==> src/rtl/axi4_addr_arbiter_if.sv <==
// Address-channel bundle between masters, decoder, slaves and the
// error responder for one AW or AR arbiter.
interface axi4_addr_arbiter_if #(
  parameter int NUM_MASTERS = 2,
  parameter int NUM_SLAVES  = 3,
  parameter int ADDR_WIDTH  = 32
);
  localparam int MID_W = $clog2(NUM_MASTERS);

  logic [NUM_MASTERS-1:0]            m_valid;
  logic [NUM_MASTERS*ADDR_WIDTH-1:0] m_addr;
  logic [NUM_MASTERS*3-1:0]          m_prot;
  logic [NUM_MASTERS-1:0]            m_ready;
  logic                              dec_valid;
  logic [ADDR_WIDTH-1:0]             dec_addr;
  logic [2:0]                        dec_prot;
  logic [MID_W-1:0]                  dec_master_id;
  logic [NUM_SLAVES-1:0]             dec_slave_select;
  logic                              dec_access_error;
  logic [NUM_SLAVES-1:0]             s_valid;
  logic [ADDR_WIDTH-1:0]             s_addr;
  logic [2:0]                        s_prot;
  logic [MID_W-1:0]                  s_master_id;
  logic [NUM_SLAVES-1:0]             s_ready;
  logic                              err_valid;
  logic [MID_W-1:0]                  err_master_id;
  logic                              err_ready;
  logic [7:0]                        decerr_count;

  modport slave (
    input  m_valid, m_addr, m_prot,
    input  dec_slave_select, dec_access_error,
    input  s_ready, err_ready,
    output m_ready, dec_valid, dec_addr,
    output dec_prot, dec_master_id,
    output s_valid, s_addr, s_prot, s_master_id,
    output err_valid, err_master_id, decerr_count
  );

  modport master (
    output m_valid, m_addr, m_prot,
    output dec_slave_select, dec_access_error,
    output s_ready, err_ready,
    input  m_ready, dec_valid, dec_addr,
    input  dec_prot, dec_master_id,
    input  s_valid, s_addr, s_prot, s_master_id,
    input  err_valid, err_master_id, decerr_count
  );
endinterface

==> src/rtl/axi4_addr_arbiter.sv <==
// Round-robin address-channel arbiter: grant, decode, then issue to a
// slave or route to the default error responder.
module axi4_addr_arbiter #(
  parameter int NUM_MASTERS = 2,
  parameter int NUM_SLAVES  = 3,
  parameter int ADDR_WIDTH  = 32
) (
  input logic            aclk,
  input logic            aresetn,
  axi4_addr_arbiter_if.slave bus
);
  localparam int MID_W = $clog2(NUM_MASTERS);

  typedef enum logic [1:0] {
    IDLE, DECODE, ISSUE, ERROR
  } state_e;

  state_e                state_q, state_d;
  logic [MID_W-1:0]      rr_q, rr_d;
  logic [MID_W-1:0]      id_q, id_d;
  logic [ADDR_WIDTH-1:0] addr_q, addr_d;
  logic [2:0]            prot_q, prot_d;
  logic [NUM_SLAVES-1:0] sel_q, sel_d;
  logic [NUM_SLAVES-1:0] sel_low;
  logic [7:0]            cnt_q, cnt_d;
  logic [MID_W-1:0]      win;
  logic                  found;
  int                    j;

  // Scan rr_q, rr_q+1, ... with explicit wrap for any master count
  always_comb begin
    win   = '0;
    found = 1'b0;
    j     = 0;
    for (int k = 0; k < NUM_MASTERS; k++) begin
      j = int'(rr_q) + k;
      if (j >= NUM_MASTERS) j = j - NUM_MASTERS;
      if (!found && bus.m_valid[j[MID_W-1:0]]) begin
        found = 1'b1;
        win   = j[MID_W-1:0];
      end
    end
  end

  // Lowest set bit breaks overlapping decoder regions
  assign sel_low = bus.dec_slave_select &
                   (~bus.dec_slave_select + NUM_SLAVES'(1));

  always_comb begin
    state_d       = state_q;
    rr_d          = rr_q;
    id_d          = id_q;
    addr_d        = addr_q;
    prot_d        = prot_q;
    sel_d         = sel_q;
    cnt_d         = cnt_q;
    bus.m_ready   = '0;
    bus.dec_valid = 1'b0;
    bus.s_valid   = '0;
    bus.err_valid = 1'b0;
    unique case (state_q)
      IDLE: begin
        if (found && aresetn) begin
          bus.m_ready[win] = 1'b1;
          id_d    = win;
          addr_d  = bus.m_addr[int'(win)*ADDR_WIDTH +: ADDR_WIDTH];
          prot_d  = bus.m_prot[int'(win)*3 +: 3];
          rr_d    = (win == MID_W'(NUM_MASTERS-1)) ?
                    '0 : win + 1'b1;
          state_d = DECODE;
        end
      end
      DECODE: begin
        bus.dec_valid = 1'b1;
        sel_d = sel_low;
        if (bus.dec_access_error ||
            bus.dec_slave_select == '0)
          state_d = ERROR;
        else
          state_d = ISSUE;
      end
      ISSUE: begin
        bus.s_valid = sel_q;
        if (|(sel_q & bus.s_ready)) state_d = IDLE;
      end
      ERROR: begin
        bus.err_valid = 1'b1;
        if (bus.err_ready) begin
          state_d = IDLE;
          if (cnt_q != 8'hFF) cnt_d = cnt_q + 8'd1;
        end
      end
      default: state_d = IDLE;
    endcase
  end

  always_ff @(posedge aclk or negedge aresetn) begin
    if (!aresetn) begin
      state_q <= IDLE;
      rr_q    <= '0;
      id_q    <= '0;
      addr_q  <= '0;
      prot_q  <= '0;
      sel_q   <= '0;
      cnt_q   <= '0;
    end else begin
      state_q <= state_d;
      rr_q    <= rr_d;
      id_q    <= id_d;
      addr_q  <= addr_d;
      prot_q  <= prot_d;
      sel_q   <= sel_d;
      cnt_q   <= cnt_d;
    end
  end

  assign bus.dec_addr      = addr_q;
  assign bus.dec_prot      = prot_q;
  assign bus.dec_master_id = id_q;
  assign bus.s_addr        = addr_q;
  assign bus.s_prot        = prot_q;
  assign bus.s_master_id   = id_q;
  assign bus.err_master_id = id_q;
  assign bus.decerr_count  = cnt_q;
endmodule

==> src/flat_wrapper.sv <==
// flat-port wrapper written by rule: the top's interface ports become plain ports
module axi4_addr_arbiter_flat 
#(
  parameter int NUM_MASTERS = 2,
  parameter int NUM_SLAVES  = 3,
  parameter int ADDR_WIDTH  = 32
)
  (aclk, aresetn, bus_m_valid, bus_m_addr, bus_m_prot, bus_dec_slave_select, bus_dec_access_error, bus_s_ready, bus_err_ready, bus_m_ready, bus_dec_valid, bus_dec_addr, bus_dec_prot, bus_dec_master_id, bus_s_valid, bus_s_addr, bus_s_prot, bus_s_master_id, bus_err_valid, bus_err_master_id, bus_decerr_count);
  axi4_addr_arbiter_if #(.NUM_MASTERS(NUM_MASTERS), .NUM_SLAVES(NUM_SLAVES), .ADDR_WIDTH(ADDR_WIDTH)) bus_i ();
  input logic aclk;
  input logic aresetn;
  input wire logic [$bits(bus_i.m_valid)-1:0] bus_m_valid;
  input wire logic [$bits(bus_i.m_addr)-1:0] bus_m_addr;
  input wire logic [$bits(bus_i.m_prot)-1:0] bus_m_prot;
  input wire logic [$bits(bus_i.dec_slave_select)-1:0] bus_dec_slave_select;
  input wire logic [$bits(bus_i.dec_access_error)-1:0] bus_dec_access_error;
  input wire logic [$bits(bus_i.s_ready)-1:0] bus_s_ready;
  input wire logic [$bits(bus_i.err_ready)-1:0] bus_err_ready;
  output wire logic [$bits(bus_i.m_ready)-1:0] bus_m_ready;
  output wire logic [$bits(bus_i.dec_valid)-1:0] bus_dec_valid;
  output wire logic [$bits(bus_i.dec_addr)-1:0] bus_dec_addr;
  output wire logic [$bits(bus_i.dec_prot)-1:0] bus_dec_prot;
  output wire logic [$bits(bus_i.dec_master_id)-1:0] bus_dec_master_id;
  output wire logic [$bits(bus_i.s_valid)-1:0] bus_s_valid;
  output wire logic [$bits(bus_i.s_addr)-1:0] bus_s_addr;
  output wire logic [$bits(bus_i.s_prot)-1:0] bus_s_prot;
  output wire logic [$bits(bus_i.s_master_id)-1:0] bus_s_master_id;
  output wire logic [$bits(bus_i.err_valid)-1:0] bus_err_valid;
  output wire logic [$bits(bus_i.err_master_id)-1:0] bus_err_master_id;
  output wire logic [$bits(bus_i.decerr_count)-1:0] bus_decerr_count;
  assign bus_i.m_valid = bus_m_valid;
  assign bus_i.m_addr = bus_m_addr;
  assign bus_i.m_prot = bus_m_prot;
  assign bus_i.dec_slave_select = bus_dec_slave_select;
  assign bus_i.dec_access_error = bus_dec_access_error;
  assign bus_i.s_ready = bus_s_ready;
  assign bus_i.err_ready = bus_err_ready;
  assign bus_m_ready = bus_i.m_ready;
  assign bus_dec_valid = bus_i.dec_valid;
  assign bus_dec_addr = bus_i.dec_addr;
  assign bus_dec_prot = bus_i.dec_prot;
  assign bus_dec_master_id = bus_i.dec_master_id;
  assign bus_s_valid = bus_i.s_valid;
  assign bus_s_addr = bus_i.s_addr;
  assign bus_s_prot = bus_i.s_prot;
  assign bus_s_master_id = bus_i.s_master_id;
  assign bus_err_valid = bus_i.err_valid;
  assign bus_err_master_id = bus_i.err_master_id;
  assign bus_decerr_count = bus_i.decerr_count;
  axi4_addr_arbiter #(.NUM_MASTERS(NUM_MASTERS), .NUM_SLAVES(NUM_SLAVES), .ADDR_WIDTH(ADDR_WIDTH)) u_core (.aclk(aclk), .aresetn(aresetn), .bus(bus_i));
endmodule
==> config.mk <==
export PLATFORM = sky130hd
export DESIGN_NAME = axi4_addr_arbiter_flat
export DESIGN_NICKNAME = d
export VERILOG_FILES = /design/src/rtl/axi4_addr_arbiter_if.sv /design/src/rtl/axi4_addr_arbiter.sv /design/src/flat_wrapper.sv
export SDC_FILE = /design/constraint.sdc
export NUM_CORES = 1
export LEC_CHECK = 0
export CAP_MARGIN = 20
export CORE_UTILIZATION = 33
export DETAILED_ROUTE_END_ITERATION = 10
export PLACE_DENSITY = 0.77
export SYNTH_ARGS = -nofsm -noshare
export SYNTH_HDL_FRONTEND = slang
export SYNTH_SLANG_ARGS = --single-unit
==> constraint.sdc <==
create_clock -name aclk -period 1.7 [get_ports aclk]
set_clock_uncertainty 0.15 [all_clocks]
set_input_delay 0.34 -clock aclk [delete_from_list [all_inputs] [get_ports aclk]]
set_output_delay 0.34 -clock aclk [all_outputs]
set_load 0.01 [all_outputs]
======== Yosys cells after proc, flatten, opt, wreduce, memory -nomap -nowiden ========
Index checks and enable logic that the tools add are counted.
cells by class
  $add $sub $neg .......................... 6
  multipliers ............................. 1
  div/mod/pow operators ................... 0
  $lt $le $gt $ge ......................... 6
  eq/ne operators ......................... 7
  shift-type cells ........................ 2
  muxes and demuxes ....................... 23
  bitwise gates (word level) .............. 3
  reduce and logical (&&, ||, !) cells .... 11
operator list
  kind                                                                    number
  64-bit by 7-bit variable part select with 32-bit output                 1
  6-bit by 32-bit variable part select with 3-bit output                  1
  1-bit two-way mux                                                       15
  2-bit two-way mux                                                       5
  8-bit by 1-bit adder with 8-bit output (second input constant)          1
  8-bit != test (second input constant)                                   1
  2-bit one-hot mux with 4 select lines                                   1
  3-bit AND                                                               2
  1-bit by 2-bit < comparator with 1-bit output (second input constant)   3
  3-bit AND reduction                                                     2
  2-bit equality test (second input constant)                             2
  2-bit by 1-bit != test with 1-bit output (second input constant)        2
  3-bit by 1-bit adder with 3-bit output (second input constant)          1
  1-bit logical AND                                                       3
  3-bit logical NOT                                                       1
  1-bit by 2-bit multiplier with 3-bit output (second input constant)     1
  3-bit two-way mux                                                       1
  3-bit NOT                                                               1
  3-bit OR reduction                                                      1
  1-bit by 1-bit adder with 2-bit output (second input constant)          1
  2-bit by 1-bit equality test with 1-bit output (second input constant)  1
  1-bit by 2-bit >= comparator with 1-bit output (second input constant)  1
  2-bit >= comparator (second input constant)                             1
  2-bit logical NOT                                                       1
  8 further kinds                                                         9
storage, ports and cells
  register bits after elaboration ......... 50
  latch bits .............................. 0
  memory bits (writable) .................. 0
  memory bits (read-only) ................. 0
  input bits .............................. 82
  output and inout port bits .............. 88
  logic and storage cells ................. 66
  memories ................................ 0

======== Logic depth before layout (Yosys ltp) ========
  depth in word-level cells ............... 14
  mapped depth ............................ 6
  depth with buffers taken out ............ 5

======== Worst setup path before layout ========
OpenSTA, ideal clock, no wires.
  kind .................................... flip-flop to flip-flop
  from .................................... register u_core.cnt_q[0] (netlist: u_core.bus.decerr_count[0])
  to ...................................... register u_core.cnt_q[6] (netlist: u_core.bus.decerr_count[6])
  setup time .............................. 119 ps
  data arrival time ....................... 1407 ps
  data required time ...................... 1431 ps
  slack ................................... 25 ps
  cell stages (with the launch flop) ...... 5
  buffers on the path ..................... 0
  clock period less this slack ............ 1675 ps
  cell sequence ........................... dfrtp_1 -> ha_1 -> nand4_1 -> or4b_1 -> o21a_1
on the way
  cells in the longest elaborated chain, start to end .. 2
  elaborated cells between the ends (all ways) .. 3
  those cells by class .................... 1 x add/sub; 1 x eq/ne; 1 x reduce/logical
ends and longest elaborated chain
  what                                                                                            line                      source
  from (decl)                                                                                     axi4_addr_arbiter.sv:25   logic [7:0] cnt_q, cnt_d;
  from (signal assigned)                                                                          axi4_addr_arbiter.sv:113  cnt_q <= cnt_d;
  parallel branches: the longest is 2 deep, another holds 8-bit by 1-bit adder with 8-bit output  -
Several ways; the timed one is not identified.
A chain may end at the register's enable or synchronous reset.

======== Final worst setup path ========
  from .................................... input bus_m_valid[1]
  to ...................................... output bus_m_ready[0]
on the way
  cells in the longest elaborated chain, start to end .. 12
  elaborated cells between the ends (all ways) .. 18
  those cells by class .................... 2 x order compare; 12 x mux; 4 x reduce/logical
ends and longest elaborated chain
  what                                                                                                               line                     source
  from (decl)                                                                                                        flat_wrapper.sv:12       input wire logic [$bits(bus_i.m_valid)-1:0] bus_m_valid;
  1-bit two-way mux (not written as such) (2 in series)                                                              axi4_addr_arbiter.sv:38  if (!found && bus.m_valid[j[MID_W-1:0]]) begin
  1-bit two-way mux                                                                                                  axi4_addr_arbiter.sv:38
  1-bit logical NOT                                                                                                  axi4_addr_arbiter.sv:38
  1-bit logical AND                                                                                                  axi4_addr_arbiter.sv:38
  1-bit two-way mux                                                                                                  axi4_addr_arbiter.sv:38
  1-bit by 2-bit < comparator with 1-bit output (not written as such) / 1-bit >= comparator (equally long branches)  axi4_addr_arbiter.sv:64  bus.m_ready[win] = 1'b1;
  1-bit logical AND (not written as such)                                                                            axi4_addr_arbiter.sv:64
  1-bit two-way mux (not written as such)                                                                            axi4_addr_arbiter.sv:64
  1-bit demux with 1-bit select                                                                                      -
  2-bit two-way mux *                                                                                                axi4_addr_arbiter.sv:63  if (found && aresetn) begin
  2-bit two-way mux *                                                                                                axi4_addr_arbiter.sv:61  unique case (state_q)
  to (decl)                                                                                                          flat_wrapper.sv:19       output wire logic [$bits(bus_i.m_ready)-1:0] bus_m_ready;
Every way passes the cells marked *; elsewhere a longest branch is shown, timed or not. The select of a mux whose other input is x is not followed.

==> run summary <==
Status -> finished with violations
Failing checks -> negative setup slack
Clock Sinks -> 50
Via Count -> 2,372
Share of layout cells above drive strength 1 -> 12.68%
Max Cap Viol -> 0
Mux contribution to synthesized area -> 15.06%
Clock tree root driver cell -> clkbuf_8
Switch share -> 36.98%
Post-Synth XOR/XNOR Area -> 1.335%
Placed Cells -> 504
Netlist Area Pre-Place -> 0.002625 mm^2
Slew @ Worst Pin -> 0.6474 ns
Post-synth EDFFs -> 0
Synthesized net count -> 348
Highest clock rate -> 545.8 MHz
Syn avg cell area -> 9.906 um^2
Startpoint Class -> input pin
Slowest cell delay on critical path -> 0.41 ns
Post-detail-place hpwl -> 5406 um
First-pass detailed-route iteration total -> 4
Max FO, Critical Path -> 3
DR iter-0 viols -> 64
Post-synthesis sequential area ratio -> 47.66%
Yosys top cell area share -> 47.66%
DRT antenna net count -> 0
Total CTS buffers -> 5
Dominant cells by area after synthesis -> dfrtp_1 (48%), mux2i_1 (13%), buf_4 (12%)
Placed Instance Area -> 0.004235 mm^2
Number of distinct library cells after synthesis -> 34
#FFs+latches synth -> 50
Vias/cell -> 4.562
Crit path kind -> in2out
Die area -> 0.008316 mm^2
Final nets -> 500
CTS Buffer Depth -> 2
Global-route wire length before repair -> 11,520 um
Core box area -> 0.007727 mm^2
Fin util -> 55.70%
Met2 usage -> 31.88%
DRC Markers -> 0
Sequential share of power -> 35.3%
Finish-stage setup viols -> 5
GRT Total Usage -> 17.43%
Switching pwr -> 2170 uW
Synth Area in Simple Gates -> 11.92%
Post-route cell area -> 0.004304 mm^2
Yosys top cell by area -> dfrtp_1
Grt met3 use -> 3.601%
Final Hold Viols -> 0
Yosys warns -> 0
Fin. max-slew vios -> 0
Post-route setup slack -> -0.1321 ns
Slowest-stage cell, CP -> or3_4
GR peak layer -> met2
Top FF cell, synth -> dfrtp_1
Routed len/inst -> 13.68 um
Starting Density -> 33.97%
Post-synthesis compound-gate area fraction -> 9.581%
Flop2flop setup slack -> 0.09 ns
Worst skew pair latency -> 0.29 ns
Largest family of logic cells by synthesized area -> multiplexers
Worst-path clk slew -> 0.09 ns
Cell Count, Final, Fillers Out -> 520
Number of global-route vias before repair -> 2,338
Antenna cells -> 0
Combinational fraction of design power -> 50.6%
GPL Wtd Cong -> 0.7463
Power per Cell Area -> 1364 mW/mm^2
Area delta synth->final -> 63.97%
Synth async-reset ratio -> 100.0%
Arrival time worst endpoint -> 1.34 ns
Slew headroom -> 56.84%
CP top delay family -> simple AND/OR/NAND/NOR gates
Pin count of the biggest net entering global routing -> 71
Req. time, crit path -> 1.21 ns
Critical Path Sink Type -> output pin
Drt total wl -> 7111 um
VDD IR max -> 629.0 uV
RSZ-0062 raised after global routing -> yes
I/O Buffers -> 169
Horiz. Die Dim -> 91.19 um
GR Layer Usage met1 -> 20.57%
WP buf/inv -> 2
Pint -> 3699 uW
Die height -> 91.19 um
Hold crit path type -> in2async
Most common cell in the synthesized netlist -> dfrtp_1
Synth Area in Adders -> 0.4766%
Clock share of power -> 14.0%
Tot Pwr -> 5869 uW
Final Cycle Share -> 107.8%
Initial antenna violation count -> 0
GRT Residual Overflow -> 0
CTS tree -> done
Post-layout min period -> 1.832 ns
H-tree levels -> 2
Io pins -> 170
Worst-path cell chain -> dlygate4sd2_1, o21ai_2, or3_4, nor2b_1, buf_2
Gate Count Post-Synth -> 265
Leakage -> 0.002227 uW
Row count -> 32
Synth cell count leaders -> dfrtp_1 (50), nand2_1 (45), buf_4 (41), o21ai_0 (37), mux2i_1 (35)
## per-layer routing
metal  vias up  wire [um]
li1       1160          -
met1      1103       2828
met2       105       3756
met3         4        473
met4         0         53
met5         -          0
## area by class of cell
| cell class | instances | area, um^2 |
|---|---|---|
| Fill cell | 730 | 3423 |
| Tap cell | 102 | 127.6 |
| Sequential cell | 50 | 1252 |
| Clock buffer | 7 | 76.32 |
| Inverter | 4 | 15.01 |
| Multi-Input combinational cell | 161 | 1036 |
| Clock inverter | 1 | 30.03 |
| Timing Repair Buffer | 195 | 1767 |
## power by group through the flow
stage	Clock, uW	Sequential (uW)	Combinational, uW
floorplan	0	2300	1600
global placement	0	2120	3450
detailed placement	0	2150	3510
CTS	856	2090	3010
global route	899	2150	3250
finish	823	2070	2970
## layout by cell type, fill, tap and decap left out, drive strengths merged, types with 4 or more instances in the layout
| cell type | n |
|---|---|
| dfrtp | 50 |
| mux2 | 4 |
| buf | 33 |
| mux2i | 35 |
| dlygate4sd2 | 82 |
| nor2 | 4 |
| o21ai | 39 |
| clkbuf | 8 |
| inv | 4 |
| nand2 | 46 |
| nor3 | 4 |
| clkdlybuf4s50 | 78 |
## sequential cells by signal, summed over array words and instances, names as in the netlist
signal	count
u_core.bus.dec_master_id	1
u_core.bus.dec_addr	32
u_core.bus.decerr_count	8
u_core.state_q	2
u_core.rr_q	1
u_core.bus.dec_prot	3
u_core.sel_q	3
## final timing paths
kind	startpoint	endpoint	cells after the start
max in group asynchronous	aresetn	u_core.bus.decerr_count[2]	2
setup reg to reg	u_core.state_q[0]	u_core.bus.decerr_count[6]	5
min in group aclk	u_core.bus.dec_addr[14]	u_core.bus.dec_addr[14]	2
hold / removal	aresetn	u_core.bus.dec_addr[12]	2
hold reg to reg	u_core.bus.dec_addr[14]	u_core.bus.dec_addr[14]	2
setup / recovery	bus_m_valid[1]	bus_m_ready[0]	5
## per-stage QoR
step / hold slack (ns) / setup TNS, ns / setup slack (ns)
5_1_grt: 0.1620 / -0.8546 / -0.1780
3_5_place_dp: 0.3475 / -25.89 / -0.9097
3_3_place_gp: 0.3383 / -24.42 / -0.8883
2_1_floorplan: -0.1056 / 0 / 0.02451
4_1_cts: 0.1429 / -0.6658 / -0.1513
6_report: 0.1188 / -0.5559 / -0.1321
## logic make-up (layout without fill, tap and decap cells)
| family | count (synthesis) | count (layout) |
|---|---|---|
| AND/OR/NAND/NOR | 70 | 70 |
| buffers and inverters | 54 | 207 |
| flip-flops | 50 | 50 |
| AO/OA/AOI/OAI | 47 | 47 |
| multiplexers | 39 | 39 |
| XOR/XNOR | 4 | 4 |
| adder cells (fa/ha/maj) | 1 | 1 |
## repair_timing
item | 4_1_cts | 5_1_grt
resized for setup | 115 | 9
buffers inserted | 8 | 0
setup endpoints to repair | 125 | 41
hold buffers | 0 | 0
pin swaps | 1 | 0
No activity file was read; power rests on OpenSTA's default activity.
